--- src/rtl/par_arbiter_m2s.sv ---
// AR-channel arbiter for one slave port: round-robin grant among the masters,
// forwards the winner's ARVALID/payload and drives the one-hot select that
// routes ARREADY back to the winner.
module par_arbiter_m2s #(
    parameter int MasterCount  = 2,
    parameter int PayloadWidth = 49
) (
    input  logic                                clk,
    input  logic                                rst,
    input  logic [MasterCount-1:0]              ARVALID_in,
    input  logic [MasterCount*PayloadWidth-1:0] ARpayload_in,
    input  logic                                ARREADY_in,
    output logic                                ARVALID_out,
    output logic [PayloadWidth-1:0]             ARpayload_out,
    output logic [MasterCount-1:0]              ARsel_out
);

    localparam int IDX_W = (MasterCount > 1) ? $clog2(MasterCount) : 1;

    typedef enum logic [0:0] {
        IDLE = 1'b0,
        BUSY = 1'b1
    } state_e;

    state_e                   state_r;
    state_e                   state_nxt_s;
    logic [MasterCount-1:0]   grant_r;
    logic [MasterCount-1:0]   grant_nxt_s;
    logic [MasterCount-1:0]   ptr_r;
    logic [MasterCount-1:0]   ptr_nxt_s;
    logic [MasterCount-1:0]   pick_s;
    logic [PayloadWidth-1:0]  payload_mux_s;
    logic                     valid_s;
    logic                     handshake_s;

    // First requester at or after the one-hot pointer, scanning upward with wrap.
    function automatic logic [MasterCount-1:0] rr_pick(
        input logic [MasterCount-1:0] req,
        input logic [MasterCount-1:0] ptr
    );
        logic [MasterCount-1:0] pick;
        logic                   found;
        logic [IDX_W-1:0]       idx;
        int                     base;
        int                     pos;
        pick  = {MasterCount{1'b0}};
        found = 1'b0;
        base  = 0;
        for (int i = 0; i < MasterCount; i++) begin
            base = ptr[i] ? i : base;
        end
        for (int k = 0; k < MasterCount; k++) begin
            pos       = (base + k) % MasterCount;
            idx       = IDX_W'(pos);
            pick[idx] = req[idx] & ~found;
            found     = found | req[idx];
        end
        return pick;
    endfunction

    assign pick_s = rr_pick(ARVALID_in, ptr_r);

    // Payload of the granted master; grant is one-hot so an AND-OR mux suffices.
    always_comb begin
        payload_mux_s = {PayloadWidth{1'b0}};
        for (int i = 0; i < MasterCount; i++) begin
            payload_mux_s = payload_mux_s |
                (ARpayload_in[i*PayloadWidth +: PayloadWidth] & {PayloadWidth{grant_r[i]}});
        end
    end

    assign valid_s     = (state_r == BUSY) & (|(ARVALID_in & grant_r));
    assign handshake_s = valid_s & ARREADY_in;

    // State, grant and priority pointer registers with synchronous reset.
    always_ff @(posedge clk) begin
        if (rst) begin
            state_r <= IDLE;
            grant_r <= {MasterCount{1'b0}};
            ptr_r   <= {{(MasterCount-1){1'b0}}, 1'b1};
        end else begin
            state_r <= state_nxt_s;
            grant_r <= grant_nxt_s;
            ptr_r   <= ptr_nxt_s;
        end
    end

    // Next-state logic: grant in IDLE, hold grant in BUSY until the handshake.
    always_comb begin
        state_nxt_s = state_r;
        grant_nxt_s = grant_r;
        ptr_nxt_s   = ptr_r;
        case (state_r)
            IDLE: begin
                if (|ARVALID_in) begin
                    grant_nxt_s = pick_s;
                    state_nxt_s = BUSY;
                end else begin
                    grant_nxt_s = {MasterCount{1'b0}};
                    state_nxt_s = IDLE;
                end
            end
            BUSY: begin
                if (handshake_s) begin
                    state_nxt_s = IDLE;
                    ptr_nxt_s   = {grant_r[MasterCount-2:0], grant_r[MasterCount-1]};
                    grant_nxt_s = {MasterCount{1'b0}};
                end else begin
                    state_nxt_s = BUSY;
                    grant_nxt_s = grant_r;
                end
            end
            default: begin
                state_nxt_s = IDLE;
                grant_nxt_s = {MasterCount{1'b0}};
                ptr_nxt_s   = {{(MasterCount-1){1'b0}}, 1'b1};
            end
        endcase
    end

    // Slave-facing outputs are driven only while a grant is held.
    always_comb begin
        if (state_r == BUSY) begin
            ARsel_out     = grant_r;
            ARpayload_out = payload_mux_s;
            ARVALID_out   = valid_s;
        end else begin
            ARsel_out     = {MasterCount{1'b0}};
            ARpayload_out = {PayloadWidth{1'b0}};
            ARVALID_out   = 1'b0;
        end
    end

endmodule

--- config.mk ---
export PLATFORM = sky130hd
export DESIGN_NAME = par_arbiter_m2s
export DESIGN_NICKNAME = d
export VERILOG_FILES = /design/src/rtl/par_arbiter_m2s.sv
export SDC_FILE = /design/constraint.sdc
export NUM_CORES = 1
export LEC_CHECK = 0
export CAP_MARGIN = 0
export CELL_PAD_IN_SITES_DETAIL_PLACEMENT = 0
export CELL_PAD_IN_SITES_GLOBAL_PLACEMENT = 1
export CORE_ASPECT_RATIO = 1.4
export CORE_MARGIN = 5
export CORE_UTILIZATION = 10
export CTS_CLUSTER_SIZE = 40
export DETAILED_ROUTE_END_ITERATION = 16
export GPL_TIMING_DRIVEN = 1
export PLACE_DENSITY_LB_ADDON = 0.1
export SETUP_SLACK_MARGIN = 0.2
export SYNTH_ARGS = -nofsm -noshare
export SYNTH_HDL_FRONTEND = slang
export SYNTH_SLANG_ARGS = --single-unit
--- constraint.sdc ---
create_clock -name clk -period 1.3 [get_ports clk]
set_input_delay 0.26 -clock clk [delete_from_list [all_inputs] [get_ports clk]]
set_output_delay 0.26 -clock clk [all_outputs]
set_load 0.05 [all_outputs]
======== Word level (Yosys, flattened, before mapping) ========
Index checks and enable logic that the tools add are counted.
operators by class
  add/sub/neg operators ................... 1
  multipliers ............................. 0
  divide/modulo/power cells ............... 0
  magnitude comparators ................... 4
  equal/unequal tests ..................... 1
  shifts and indexed selects .............. 0
  muxes and demuxes ....................... 19
  bitwise gates (word level) .............. 10
  reductions and logical operators ........ 5
operator list
  cell                 count
  $and 49x49->49       2
  $mux 49              1
  $or 49x49->49        1
  $mux 1               10
  $mux 2               3
  $and 2x2->2          2
  $lt 1x2->1 const B   2
  $pmux 2 s2           1
  $reduce_or 2->1      2
  $and 1x1->1          3
  $bwmux 2             1
  $demux 1 s1          2
  $ge 1x1->1 const B   2
  $logic_and 1x1->1    2
  $ne 2x1->1 const B   1
  $not 1->1            2
  $pmux 1 s2           1
  $reduce_and 2->1     1
  $add 1x1->1 const B  1
word-level totals
  flip-flop bits (word level) ............. 5
  bits in latches ......................... 0
  bits in writable memories ............... 0
  ROM bits ................................ 0
  input port bits ......................... 103
  output and inout bits ................... 52
  memories kept ........................... 0

======== Longest topological paths before layout ========
  depth in word-level cells ............... 9
  depth in mapped cells ................... 5
  mapped depth without buffers ............ 3

======== Worst setup path before layout ========
OpenSTA, ideal clock, no wires.
  path kind ............................... register -> output
  start point ............................. register state_r
  end point ............................... output port ARpayload_out[15]
  data arrival time ....................... 1.340 ns
  setup slack ............................. -0.300 ns
  stages on the path, launching flop included .. 5
  path buffers ............................ 2
  cell sequence ........................... dfxtp_1 > and2_1 > buf_2 > buf_4 > a22o_1
between the ends
  cells in the longest elaborated chain, start to end .. 1
ends and longest elaborated chain
  what                      line  text
  start: declaration        25    state_e state_r;
  start signal: assignment  82    state_r <= state_nxt_s;
  $mux 49                   123   if (state_r == BUSY) begin
  end: declaration          14    output logic [PayloadWidth-1:0] ARpayload_out,
Every way passes these cells.

======== Worst setup path in the final report ========
  start point ............................. register grant_r[0]
  end point ............................... output port ARpayload_out[42]
between the ends
  cells in the longest elaborated chain, start to end .. 3
ends and longest elaborated chain
  what                      line  text
  start: declaration        27    logic [MasterCount-1:0] grant_r;
  start signal: assignment  79    grant_r <= {MasterCount{1'b0}};
  start signal: assignment  83    grant_r <= grant_nxt_s;
  $and 49x49->49            68    (ARpayload_in[i*PayloadWidth +: PayloadWidth] & {PayloadWidth{grant_r[i]}});
  $or 49x49->49             67    payload_mux_s = payload_mux_s |
  $mux 49                   123
Every way passes these cells.

==> run metrics <==
detailed-route DRC error count=0; power density cells=422 mW/mm^2; CTS root buffer=clkbuf_8; total core area=0.00731 sq mm; wire length per cell=15.9 um; commonest non-fill, non-tap cell in the layout=clkdlybuf4s50_1; layout cells sized above 1=52.7%; Placed Cells incl. Taps=336; vias=1432; crit path max fanout=25; status=complete, but fails checks; CP Class=flop to output port; Fin. Hold Viols=0; initial antenna violation count=0; Initial DRC Count=25; Mapped Area=747 sq um; worst-margin pin slew=0.257 ns; Routed Antenna Nets=0; Die Width=83.0 um; Hold Path Class=flop to flop; IO buf count=154; number of diodes=0; Syn Area/Cell=8.79 sq um; worst r2r src=grant_r[0]; Ports=155; GRT Total Usage=11.2%; VDD IR max=453 uV; total grt overflow=0; CTS Buf Count=3; post-synth net total=188; drt total wl=5430 um; final period utilization=121%; R2R depth=5; critical path data required time=1.04 ns; Final Skew=0.00175 ns; Worst Hold Depth=2; RR Endpoint=grant_r[1]; row count=37; register area share after synthesis=10.7%; Ys Warns=0; vias in the first global route=1554; pre-CTS setup slack=-0.121 ns; Tot Pwr=1.47 mW; H-tree depth=1; Worst-Skew Late Latency=0.22 ns; hold buffers post-CTS=0; DR vias/cell=4.19; non-filler cells, final=342; Area Growth Syn to Fin=366%; setup slack after layout=-0.274 ns; flop-to-flop setup slack=0.26 ns; clock-pin slew on the worst setup and hold paths=0.03 ns; Slew Limit Headroom=82.8%; Max Fclk=635 MHz; number of synthesized register bits=4; final setup fails=51; clock sink count=4; first-pass GRT wire length=8550 um; CP endpoint kind=output port; pin count of the biggest net entering global routing=26; GPL Wtd Cong=0.794; Max Cap Violations=0; Startpoint Class=flop; Slew Limit Fails=0; Synth cell types=19; leakage power=1.49 nW; Die Y=112 um; die area=0.00932 sq mm; Critical Path Source=grant_r[0]; crit path to=ARpayload_out[42]; CTS tree=built; DP HPWL=4730 um; RSZ-0062 raised after global routing=true; commonest non-fill, non-tap cells in the layout=clkdlybuf4s50_1, buf_12, a22o_4; Syn Inst Count=85; failing checks=negative setup slack; 1st-pass router iterations=3; Critical Path AT=1.31 ns; Starting Density=10.2%; nets=350; post-route minimum period=1.57 ns; clock tree buffer depth=2
==> cell type report <==
class	count	area [sq um]
timing repair buffer	169	2240
multi-input combinational	67	992
sequential	4	83.8
inverter	2	7.51
tap	97	121
fill	691	3830
clock buffer	3	41.3
==> how the worst min path moves through the flow <==
stage | from | end
2_1_floorplan | rst | grant_r[0]
3_3_place_gp | ptr_r[1] | ptr_r[1]
3_5_place_dp | ptr_r[1] | ptr_r[1]
4_1_cts | ptr_r[1] | ptr_r[1]
5_1_grt | ptr_r[1] | ptr_r[1]
6_report | ptr_r[1] | ptr_r[1]
==> per-layer routing <==
layer	global-route usage [%]	share of wire (%)
met1	12.5	37
met2	20.8	53
met3	3.38	8.5
met4	2.62	1.4
met5	0	0
==> timing repair <==
item,CTS,global route
setup buffers,3,0
setup endpoints to repair,55,55
pin swaps,3,1
gates resized for setup,9,1
==> Yosys cell counts (all sizes together) <==
library cell	n	area share [%]
nand2b	3	2.5
a22oi	1	1.0
o32ai	1	1.2
nor2	1	0.50
mux2i	1	1.3
buf	12	15
and2	2	1.7
dfxtp	4	11
a21oi	2	1.8
nor3	2	1.3
o21ai	2	1.8
inv	2	1.0
a22o	50	59
a211o	1	1.2
nand2	1	0.50
==> metrics by stage <==
stage | hold WS [ns] | instance area (sq um) | setup TNS [ns] | utilization [%]
2_1_floorplan | 0.322 | 1230 | -0.0618 | -
3_3_place_gp | 0.475 | 3400 | -2.87 | 46.4
3_5_place_dp | 0.489 | 3400 | -2.95 | 46.4
4_1_cts | 0.496 | 3480 | -13.04 | 47.6
5_1_grt | 0.528 | 3480 | -14.43 | 47.6
6_report | 0.491 | 3480 | -12.49 | 47.6
==> cell families (layout without fill, tap and decap cells) <==
logic type / Yosys count / count (layout) / share of synthesized area [%]
simple gates: 9 / 9 / 6.53
compound gates: 57 / 57 / 65.7
buf+inv: 14 / 174 / 15.7
mux: 1 / 1 / 1.34
flops: 4 / 4 / 10.7
==> flip-flops by register name, summed over array words and instances (netlist names) <==
signal and flops:
ptr_r 1, grant_r 2, state_r 1
==> worst max-delay path: stages (launching register included) <==
cell,delay (ns)
dfxtp_2,0.31
and2_4,0.18
buf_12,0.17
a22o_4,0.27
buf_12,0.14
==> power by group <==
part / internal, mW / total (mW) / switching, mW
Clock: 0.198 / 0.264 / 0.0661
Sequential: 0.131 / 0.134 / 0.00331
Combinational: 0.637 / 1.07 / 0.435
No activity file was read; power rests on OpenSTA's default activity.
